$ cat config.mk
export PLATFORM = sky130hd
export DESIGN_NAME = io_frame_bridge
export DESIGN_NICKNAME = d
export VERILOG_FILES = /design/src/rtl/io_frame_bridge.sv
export SDC_FILE = /design/constraint.sdc
export NUM_CORES = 1
export LEC_CHECK = 0
export BUFFER_PORTS_ARGS = -buffer_cell sky130_fd_sc_hd__buf_2
export CAP_MARGIN = 15
export CORE_ASPECT_RATIO = 1.2
export CORE_MARGIN = 3
export CORE_UTILIZATION = 40
export CTS_CLUSTER_DIAMETER = 120
export DETAILED_ROUTE_END_ITERATION = 10
export PLACE_DENSITY = 0.75
export SLEW_MARGIN = 20
export SYNTH_ARGS = -nofsm -noshare
export SYNTH_HDL_FRONTEND = slang
export SYNTH_SLANG_ARGS = --single-unit
$ cat constraint.sdc
create_clock -name clk -period 3.6 [get_ports clk]
set_input_delay 0 -clock clk [delete_from_list [all_inputs] [get_ports clk]]
set_output_delay 0 -clock clk [all_outputs]
set_load 0.005 [all_outputs]
$ cat src/rtl/io_frame_bridge.sv
// -----------------------------------------------------------------------------
// io_frame_bridge
//
// Once per sample-rate tick, this block moves one frame of samples between the
// DSP core's io memory and the converter streams:
//   1. It reads NUM_CHANNELS output samples from io memory, starting at
//      OUT_BASE, and presents each one on the outbound (DAC) stream.
//   2. It accepts NUM_CHANNELS samples from the inbound (ADC) stream and writes
//      them into io memory, starting at IN_BASE.
// Channels are handled in ascending order in both directions. When nothing
// stalls the streams, a frame takes 4*NUM_CHANNELS+1 cycles.
//
// Ports
//   clk, reset_n               clock; asynchronous active-low reset
//   frame_start                single-cycle sample-rate tick
//   io_rd_addr/_en/_data       io memory read port (data returns 1 cycle later)
//   io_wr_addr/_en/_data       io memory write port
//   out_valid/_ready/_data,
//   out_channel                outbound stream (valid/ready handshake)
//   in_valid/_ready/_data      inbound stream (valid/ready handshake)
//   busy                       frame in progress (any state except IDLE)
//   done                       one-cycle pulse on the last cycle of a frame
//   overrun_count              ticks that arrived while busy (saturates at 255)
// -----------------------------------------------------------------------------
module io_frame_bridge #(
  parameter int                       IO_WIDTH      = 24,
  parameter int                       IO_ADDR_WIDTH = 10,
  parameter int                       NUM_CHANNELS  = 8,
  parameter logic [IO_ADDR_WIDTH-1:0] OUT_BASE      = IO_ADDR_WIDTH'(10'h040),
  parameter logic [IO_ADDR_WIDTH-1:0] IN_BASE       = IO_ADDR_WIDTH'(10'h000)
) (
  input  logic                     clk,
  input  logic                     reset_n,
  input  logic                     frame_start,
  // io memory
  output logic [IO_ADDR_WIDTH-1:0] io_rd_addr,
  output logic                     io_rd_en,
  input  logic [IO_WIDTH-1:0]      io_rd_data,
  output logic [IO_ADDR_WIDTH-1:0] io_wr_addr,
  output logic                     io_wr_en,
  output logic [IO_WIDTH-1:0]      io_wr_data,
  // outbound (DAC) stream
  output logic                     out_valid,
  input  logic                     out_ready,
  output logic [IO_WIDTH-1:0]      out_data,
  output logic [7:0]               out_channel,
  // inbound (ADC) stream
  input  logic                     in_valid,
  output logic                     in_ready,
  input  logic [IO_WIDTH-1:0]      in_data,
  // status
  output logic                     busy,
  output logic                     done,
  output logic [7:0]               overrun_count
);

  typedef enum logic [2:0] {
    IDLE,
    RD_REQ,
    RD_WAIT,
    TX,
    RX,
    DONE
  } state_t;

  // An 8-bit channel index covers the full 1..256 channel range.
  localparam logic [7:0] LAST_CH = 8'(NUM_CHANNELS - 1);

  state_t              state_q, state_d;
  logic [7:0]          ch_q, ch_d;
  logic [IO_WIDTH-1:0] out_data_q;
  logic [7:0]          overrun_q;

  // ---------------------------------------------------------------------------
  // State, channel counter, sample holding register and overrun counter
  // ---------------------------------------------------------------------------
  // NOTE: asynchronous reset sits in the sensitivity list, and every register
  // here is updated with non-blocking assignments so all of them see the
  // pre-edge values of each other.
  always_ff @(posedge clk or negedge reset_n) begin
    if (!reset_n) begin
      state_q    <= IDLE;
      ch_q       <= '0;
      out_data_q <= '0;
      overrun_q  <= '0;
    end else begin
      state_q <= state_d;
      ch_q    <= ch_d;

      // io_rd_data answers the RD_REQ of the previous cycle.
      if (state_q == RD_WAIT) begin
        out_data_q <= io_rd_data;
      end

      // A tick is an overrun in any non-IDLE state, DONE included.
      if (frame_start && (state_q != IDLE) && (overrun_q != 8'hFF)) begin
        overrun_q <= overrun_q + 8'd1;
      end
    end
  end

  // ---------------------------------------------------------------------------
  // Next state and per-state strobes
  // ---------------------------------------------------------------------------
  // NOTE: every signal written below gets a default first, so no path through
  // the case statement can leave one unassigned and infer a latch.
  always_comb begin
    state_d   = state_q;
    ch_d      = ch_q;
    io_rd_en  = 1'b0;
    io_wr_en  = 1'b0;
    out_valid = 1'b0;
    in_ready  = 1'b0;
    done      = 1'b0;

    case (state_q)
      IDLE: begin
        if (frame_start) begin
          state_d = RD_REQ;
          ch_d    = '0;
        end
      end

      RD_REQ: begin
        io_rd_en = 1'b1;
        state_d  = RD_WAIT;
      end

      RD_WAIT: begin
        state_d = TX;
      end

      TX: begin
        out_valid = 1'b1;
        if (out_ready) begin
          if (ch_q == LAST_CH) begin
            state_d = RX;
            ch_d    = '0;
          end else begin
            state_d = RD_REQ;
            ch_d    = ch_q + 8'd1;
          end
        end
      end

      RX: begin
        in_ready = 1'b1;
        if (in_valid) begin
          io_wr_en = 1'b1;
          if (ch_q == LAST_CH) begin
            state_d = DONE;
          end else begin
            ch_d = ch_q + 8'd1;
          end
        end
      end

      DONE: begin
        done    = 1'b1;
        state_d = IDLE;
      end

      default: begin
        state_d = IDLE;
      end
    endcase
  end

  // ---------------------------------------------------------------------------
  // Datapath outputs. Addresses wrap modulo the io address width. They are
  // driven continuously and qualified by the enables.
  // ---------------------------------------------------------------------------
  assign io_rd_addr    = OUT_BASE + IO_ADDR_WIDTH'(ch_q);
  assign io_wr_addr    = IN_BASE + IO_ADDR_WIDTH'(ch_q);
  assign io_wr_data    = in_data;
  assign out_data      = out_data_q;
  assign out_channel   = ch_q;
  assign busy          = (state_q != IDLE);
  assign overrun_count = overrun_q;

endmodule

Word level (Yosys, flattened, before mapping):

Index checks and enable logic that the tools add are counted.

* multiplexer cells: 18
* equal/unequal tests: 12
* reduce and logical (&&, ||, !) cells: 7
* add/subtract/negate cells: 3

Operator list (count)
* 8-bit two-way mux: 5
* 8-bit case mux with 3 select lines: 1
* 8-bit by 1-bit adder with 8-bit output, second input constant: 2
* 3-bit two-way mux: 5
* 3-bit case mux with 5 select lines: 1
* 2-bit != test, second input constant: 5
* 7-bit by 8-bit adder with 9-bit output, first input constant: 1
* 8-bit by 3-bit equality test with 1-bit output, second input constant: 1
* 8-bit != test, second input constant: 1
* 3-bit by 2-bit equality test with 1-bit output, second input constant: 2
* 3-bit equality test, second input constant: 2
* 1-bit two-way mux: 6
* 3-bit nonzero test: 2
* 5-bit AND reduction: 1
* 4-bit AND reduction: 1
* 3-bit by 1-bit equality test with 1-bit output, second input constant: 1
* 3-bit zero test: 1
* 1-bit logical AND: 2

* output and inout port bits: 90
* word-level logic and storage cells: 44
* flip-flop bits (word level): 43
* input bits: 53

Longest topological paths before layout:

Gate-level depths: netlist (run 1).

* word-level depth: 4
* mapped depth: 7
* mapped depth without buffers: 7

Least setup slack after synthesis (run 1):

Ideal clock, no wire load.

* path kind: register to register
* start point: register ch_q[0] (netlist: out_channel[0])
* end point: register ch_q[6] (netlist: out_channel[6])
* path slack: 1728 ps
* cell stages (with the launch flop): 7
* setup time: 77 ps
* required time: 3523 ps
* path buffers: 0
* period minus slack after synthesis: 1872 ps
* arrival: 1794 ps
* cell sequence: dfrtp_1 -> ha_1 -> and3_4 -> a211oi_4 -> o21ai_2 -> or4_1 -> a21oi_1

* word-level cells in the longest chain between the ends: 4
* elaborated cells between the ends (all ways): 9
* those cells by class: 1 x add/sub; 2 x eq/ne; 5 x mux; 1 x reduce/logical

RTL lines
* start: declaration: RTL line 70 `logic [7:0] ch_q, ch_d;`
* start signal: assignment: RTL line 88 `ch_q <= ch_d;`
* 8-bit by 1-bit adder with 8-bit output or 8-bit by 3-bit equality test with 1-bit output (tied branches)
* 8-bit two-way mux, on equally long branches: RTL line 150, 136
* 8-bit two-way mux, on equally long branches: RTL line 148, 135
* 8-bit case mux with 3 select lines: RTL line 116 `case (state_q)`

Several ways; a longest one is shown, not always the timed one. The select of a mux whose other input is x is not followed.
A chain may end at the register's enable or synchronous reset.

Worst setup path after layout (run 1):

* start point: register state_q[2]
* end point: register ch_q[7] (netlist: out_channel[7])

* word-level cells in the longest chain between the ends: 3
* elaborated cells between the ends (all ways): 10
* those cells by class: 6 x eq/ne; 1 x mux; 3 x reduce/logical

RTL lines
* start: declaration: RTL line 69 `state_t state_q, state_d;`
* start signal: assignment: RTL line 87 `state_q <= state_d;`
* 3-bit equality test (tied with other cells): RTL line 116
* 2-bit != test (no source line) or 3-bit nonzero test (tied branches)
* 5-bit AND reduction (no source line)

Several ways; a longest one is shown, not always the timed one.

==> metrics.txt, run 1 <==
synthesized area per cell approximately 11 um^2; Yosys warning total 0; share of cells above drive strength 1 0.458; Critical Path RT between 3 and 4 ns; CP cell instances mux2i_1 > a21oi_4 > nor3b_1 > nor2_1; # port buffers a little over 90; I/O pin total around 140; critical setup path kind reg -> reg; CTS Buffer Depth 2; number of H-tree levels 2; Post-Synth XOR/XNOR Area 0.0377; Setup Viol. Count Final 0; first-pass GRT wire length 7820 um; total gr overflow 0; min cycle time layout between 1.5 and 2 ns; Worst Path Max Fanout 14; status completed; CP delay by family, top flip-flops; total global-route track usage 0.150; CP bufs+invs 0; Synth area leader dfrtp_1; vias in the first global route 1,664; Placed Cells about 310; peak supply drop 0.000440 V; RSZ-0062 raised after global routing false; hold path start in_data[11]; R2R cell count 4; CP max stage cell dfrtp_1; Leak between 0.001 and 0.0015 uW; hold slack 0.00000143 ns; CP Launch Type flip-flop; Synth area leaders dfrtp_1 (46%), buf_4 (13%), mux2_2 (11%), xnor2_1 (2.3%), ha_1 (2.2%); clk sinks 43; Final #Nets 341; Layout Skew around 0.0063 ns; critical path endpoint category flip-flop; Data arrival, critical path approximately 2.2 ns; Syn Inst Count around 200; final hold vios 0; TNS Setup 0 ns; FMAX ~0.50 GHz; clock slew seen by the registers of the worst setup and hold paths around 0.080 ns; reg2reg setup slack between 1.5 and 2 ns; CTS resizes 0; die area 0.00677 mm^2; CTS buffer count 5; Top FF cell, synth dfrtp_1; most frequent cell after synthesis dfrtp_1; area share of the largest cell type after synthesis 0.463; Initial Utilization 0.427; synthesis-to-finish area growth 23.8%; Slew @ Worst Pin ~0.95 ns; Area after DPL between 0.002 and 0.003 mm^2; DRT Pass-1 Iters 4; CTS Hold Bufs 25; CTS tree built; n_diodes 0; post-DP HPWL roughly 3400 um; root buffer cell clkbuf_8; routed wire length per instance 14.6 um; Cell Count, Final, Fillers Out 346; sequential element share of the synthesized area 0.463; initial antenna violation count 0; reg2reg end out_channel[7]$_DFFE_PN0P_; Synth Cell Area ~0.0023 mm^2; Final Wtd Congestion 0.886; Max-Cap Viols 0; ANT nets after route 0; Final Max Tran Viols 0; DIE HEIGHT 89.5 um; DR iter-0 viols 93; Clock Latency Late Sink 0.29 ns; Crit Reg-Reg Startpoint state_q[2]$_DFFE_PN0P_; Worst Hold End io_wr_data[11]; flip-flop and latch count after synthesis 43; HP Class in -> out; Die W approximately 76 um; largest family of logic cells by synthesized area buffers and inverters; Compound-Gate Fraction of Synth Area 0.0699; total routed wirelength 5040 um; Yosys cell types 40; Core Area approximately 0.0054 mm^2; Post-Synth Adder-Cell Area 0.0215; DRC 0; PwrDens roughly 700 mW/mm^2; Post-synth ARST share 1.00; Final Cell Area about 0.0029 mm^2; vias per inst approximately 5; period utilisation layout 0.555; mux contribution to synthesized area 0.130; Post-synth EDFFs 0; number of cell rows 29; hold path depth 0; Commonest cells post-synth dfrtp_1 (43), buf_4 (41), mux2_2 (23), nor2_1 (10), nand2_1 (9); Post-CTS Setup Bufs 0; Max transition margin 0.367; via count between 1,500 and 2,000; largest net degree at the start of global routing 44; Slowest Stage Delay on Critical Path between 0.6 and 0.7 ns; post-synthesis simple-gate area fraction 0.126
[final cells by class]
type	count	area, um^2
Inverter	3	11.3
Multi-Input combinational cell	114	913
Clock inverter	1	5.00
Clock buffer	6	82.6
Timing Repair Buffer	117	713
Fill cell	477	2560
Tap cell	62	77.6
Sequential cell	43	1080
[per-stage QoR]
stage	setup WS (ns)	total power, uW	utilization
after floorplan	1.73	1390	-
after global placement	1.66	1650	0.467
after detailed placement	1.63	1680	0.467
after CTS	1.61	2020	0.529
after global routing	1.46	2160	0.529
final	1.60	2010	0.529
[cells in the final DEF, fill, tap and decap left out, types with 4 or more instances in the layout]
cell type and instances:
buf_2 91, dfrtp_1 43, dlygate4sd3_1 25, mux2_2 23, nor2_1 10, nand2_1 9
nand3_1 7, a21oi_1 6, xnor2_1 6, clkbuf_8 6, xor2_1 4, ha_1 4
[cell families after synthesis]
logic type / after synthesis
muxes: 27
DFF: 43
xor gates and xnor gates: 10
AOI/OAI and AO/OA: 21
and+or+nand+nor: 49
buffers and inverters: 49
other: 1
adders and majority gates: 4
[layer usage]
layer  routed length [um]  GRT usage  vias to the layer above
li1                     -          -                      823
met1                 1960      0.179                      836
met2                 2680      0.266                       68
met3                  356     0.0371                        6
met4                   36     0.0445                        0
met5                    0          0                        -
[sequential cells by signal (all words and copies together) (netlist names)]
register,flops
out_channel,8
out_data,24
overrun_count,8
state_q,3
[worst reg2reg max path: stages (launching register included)]
cell and delay, ns:
dfrtp_1 0.67, mux2i_1 0.27, a21oi_4 0.27, nor3b_1 0.56, nor2_1 0.11
[worst max-delay path by stage]
stage / start / end / slack, ns / cells past startpoint
CTS: out_channel[0]$_DFFE_PN0P_ / out_channel[6]$_DFFE_PN0P_ / 1.61 / 6
finish: state_q[2]$_DFFE_PN0P_ / out_channel[7]$_DFFE_PN0P_ / 1.60 / 4
floorplan: out_channel[0]$_DFFE_PN0P_ / out_channel[6]$_DFFE_PN0P_ / 1.73 / 6
detailed placement: out_channel[0]$_DFFE_PN0P_ / out_channel[6]$_DFFE_PN0P_ / 1.63 / 6
global route: state_q[2]$_DFFE_PN0P_ / out_channel[7]$_DFFE_PN0P_ / 1.46 / 4
global placement: state_q[2]$_DFFE_PN0P_ / out_channel[3]$_DFFE_PN0P_ / 1.66 / 4
[report_power, final]
group          internal [uW]  switching, uW
Sequential               682            189
Combinational            458            361
Clock                    151            164
Note: power is estimated with default switching activity, not from simulation.
==> inputs of run 2 (changes only) <==
--- a/config.mk
+++ b/config.mk
@@ -5,14 +5,15 @@
 export SDC_FILE = /design/constraint.sdc
 export NUM_CORES = 1
 export LEC_CHECK = 0
+export ABC_AREA = 1
 export BUFFER_PORTS_ARGS = -buffer_cell sky130_fd_sc_hd__buf_2
 export CAP_MARGIN = 15
 export CORE_ASPECT_RATIO = 1.2
 export CORE_MARGIN = 3
-export CORE_UTILIZATION = 40
+export CORE_UTILIZATION = 39
 export CTS_CLUSTER_DIAMETER = 120
 export DETAILED_ROUTE_END_ITERATION = 10
-export PLACE_DENSITY = 0.75
+export PLACE_DENSITY = 0.76
 export SLEW_MARGIN = 20
 export SYNTH_ARGS = -nofsm -noshare
 export SYNTH_HDL_FRONTEND = slang
==> constraint.sdc (replaced) <==
create_clock -name clk -period 1.77 [get_ports clk]
set_input_delay 0 -clock clk [delete_from_list [all_inputs] [get_ports clk]]
set_output_delay 0 -clock clk [all_outputs]
set_load 0.005 [all_outputs]
==> run 2 against run 1 <==
  * Worst setup slack got worse by 1.5 ns
  * Worst hold slack barely moved
  * Total power is 110% higher
  * Largest cell class unchanged
==> metrics.txt, run 2 <==
CTS buffer count 5 (unchanged); peak supply drop 0.000858 V (+95%); synthesis-to-finish area growth 27.8%; critical setup path kind reg -> reg; synthesized area per cell 9.25 um^2 (-19%); Post-synth ARST share 1.00 (unchanged); status completed; Yosys warning total 0 (unchanged); initial antenna violation count 0 (unchanged); Layout Skew 0.00426 ns (-0.00203 ns); number of H-tree levels 2 (unchanged); CP Launch Type flip-flop; total routed wirelength 5480 um (+8.9%); vias per inst 4.64 (-7.5%); DRC 0 (unchanged); Cell Count, Final, Fillers Out 433 (+25%); Die W 77.8 um (+2.9%); DRT Pass-1 Iters 4 (unchanged); DR iter-0 viols 52 (-44%); root buffer cell clkbuf_8; total global-route track usage 0.152 (+0.00103); hold slack 0.00000188 ns (+0.000000451 ns); Area after DPL 0.00270 mm^2 (+6.4%); Yosys cell types 28 (-30%); number of cell rows 30 (+3.4%); TNS Setup 0 ns (unchanged); die area 0.00718 mm^2 (+6.0%); post-DP HPWL 4110 um (+23%); area occupied by multi-input gates 938 um^2 (+2.7%); Post-synth EDFFs 0 (unchanged); min cycle time layout 1.63 ns (-0.366 ns); Clock Latency Late Sink 0.29 ns (about the same); Final Cell Area 0.00309 mm^2 (+7.2%); final hold vios 0 (unchanged); Final #Nets 409 (+20%); Critical Path RT 1.95 ns (-1.81 ns); worst setup margin 0.137 ns (-1.46 ns); largest net degree at the start of global routing 22 (-50%); CTS Buffer Depth 2 (unchanged); I/O pin total 143 (unchanged); reg2reg end overrun_count[3]$_DFFE_PN0P_; Synth area leader dfrtp_1; FMAX 0.612 GHz (+22%); hold path start in_data[6]; routed wire length per instance 12.7 um (-13%); CP max stage cell dfrtp_1; Layout fillers 522 (+9.4%); Worst Path Max Fanout 9 (-5); Final Max Tran Viols 0 (unchanged); Leak 0.00168 uW (+17%); Final Wtd Congestion 0.831 (-6.2%); critical path endpoint category flip-flop; n_diodes 0 (unchanged); R2R cell count 8 (+4); via count 2,007 (+16%); crit-path most repeated cell nand2_1; clk sinks 43 (unchanged); hold path depth 0 (unchanged); Max-Cap Viols 0 (unchanged); Synth area leaders dfrtp_1 (45%), buf_4 (13%), mux2_2 (11%), nand2_1 (8.7%), inv_1 (3.1%); vias in the first global route 1,957 (+18%); most common cell after layout, fill and taps aside buf_2; max reg flops 24 (unchanged); area share of the largest cell type after synthesis 0.446 (-0.0170); most frequent cell after synthesis nand2_1; PwrDens 1340 mW/mm^2 (+92%); Data arrival, critical path 1.81 ns (-0.35 ns); Core Area 0.00582 mm^2 (+6.9%); dpl ws 0.124 ns (-1.50 ns); share of cells above drive strength 1 0.431 (-0.0272); clock slew seen by the registers of the worst setup and hold paths 0.08 ns (about the same); Worst Hold End io_wr_data[6]; CP cell instances ha_1 > nand2_1 > nor2_2 > nand3_1 > o21ai_4 > inv_4 > nand3b_1 > nand2_1; Initial Utilization 0.415 (-0.0123); ANT nets after route 0 (unchanged); Crit Reg-Reg Startpoint overrun_count[0]$_DFFE_PN0P_; reg2reg setup slack 0.14 ns (-1.46 ns); Setup Viol. Count Final 0 (unchanged); Top FF cell, synth dfrtp_1; Synth Cell Area 0.00241 mm^2 (+3.8%); total gr overflow 0 (unchanged); HP Class in -> out; # port buffers 91 (unchanged); CTS tree built; period utilisation layout 0.923 (+0.367); Slowest Stage Delay on Critical Path 0.41 ns (-0.26 ns); Placed Cells 397 (+26%); first-pass GRT wire length 8920 um (+14%); Syn Inst Count 261 (+28%); commonest cells after routing, fill and taps aside buf_2 (91), nand2_1 (56), dfrtp_1 (41); DIE HEIGHT 92.2 um (+3.0%); sequential element share of the synthesized area 0.446 (-0.0170); flip-flop and latch count after synthesis 43 (unchanged); Commonest cells post-synth nand2_1 (56), dfrtp_1 (43), buf_4 (42), mux2_2 (24), inv_1 (20); FF/Latch Area 0.00108 mm^2 (+0.23%)
==> run 2: critical path: cells and delay by family, from the launching register on <==
| family | cells | cell delay (ns) |
|---|---|---|
| AO/OA/AOI/OAI | 1 | 0.30 |
| AND/OR/NAND/NOR | 5 | 0.52 |
| buffers and inverters | 1 | 0.08 |
| adder cells (fa/ha/maj) | 1 | 0.21 |
| flip-flops | 1 | 0.41 |
==> run 2: cell families after synthesis <==
family	synth area share
AND/OR/NAND/NOR	0.193
buffers and inverters	0.171
flip-flops	0.446
multiplexers	0.112
AO/OA/AOI/OAI	0.0415
adder cells (fa/ha/maj)	0.0207
XOR/XNOR	0.0145
other	0.00155
==> run 2: worst max path at each step <==
stage / to / startpoint / cells after the start
detailed placement: out_channel[6]$_DFFE_PN0P_ / out_channel[1]$_DFFE_PN0P_ / 8
floorplan: overrun_count[4]$_DFFE_PN0P_ / overrun_count[0]$_DFFE_PN0P_ / 8
finish: overrun_count[3]$_DFFE_PN0P_ / overrun_count[0]$_DFFE_PN0P_ / 8
global route: out_channel[1]$_DFFE_PN0P_ / out_channel[6]$_DFFE_PN0P_ / 10
CTS: out_channel[6]$_DFFE_PN0P_ / out_channel[1]$_DFFE_PN0P_ / 8
global placement: out_channel[0]$_DFFE_PN0P_ / out_channel[1]$_DFFE_PN0P_ / 9
==> run 2: timing repair <==
| item | 4_1_cts | 5_1_grt |
|---|---|---|
| hold buffers | 25 | 0 |
| hold endpoints to repair | 43 | 0 |
| endpoints found under the setup margin | 0 | 9 |
| resized for setup | 0 | 4 |
| buffers inserted | 0 | 3 |
==> run 2: power by group <==
part           total (uW)  switching (uW)  internal [uW]  leakage (uW)
logic                1800             883            919       0.00110
clock network         677             322            355     0.0000505
registers            1640             262           1380      0.000528
==> run 2: layer usage <==
metal,wire [um],part of all wire,vias up,GRT usage
met2,2790,0.51,76,0.264
met4,95,0.017,0,0.0475
met5,0,0,-,0
met1,2160,0.39,939,0.181
met3,448,0.082,18,0.0393
li1,-,-,974,-
==> run 2: area by class of cell <==
| type | count | share of cell area |
|---|---|---|
| Inverter | 24 | 0.0300 |
| Tap cell | 80 | 0.0324 |
| Clock inverter | 1 | 0.00243 |
| Timing Repair Buffer | 125 | 0.251 |
| Sequential cell | 43 | 0.349 |
| Clock buffer | 7 | 0.0312 |
| Multi-Input combinational cell | 153 | 0.304 |
==> run 2: per-stage QoR <==
stage               total power, uW   util
floorplan                      2780      -
global placement               3370  0.465
detailed placement             3450  0.465
CTS                            4190  0.525
global route                   4440  0.531
finish                         4120  0.531
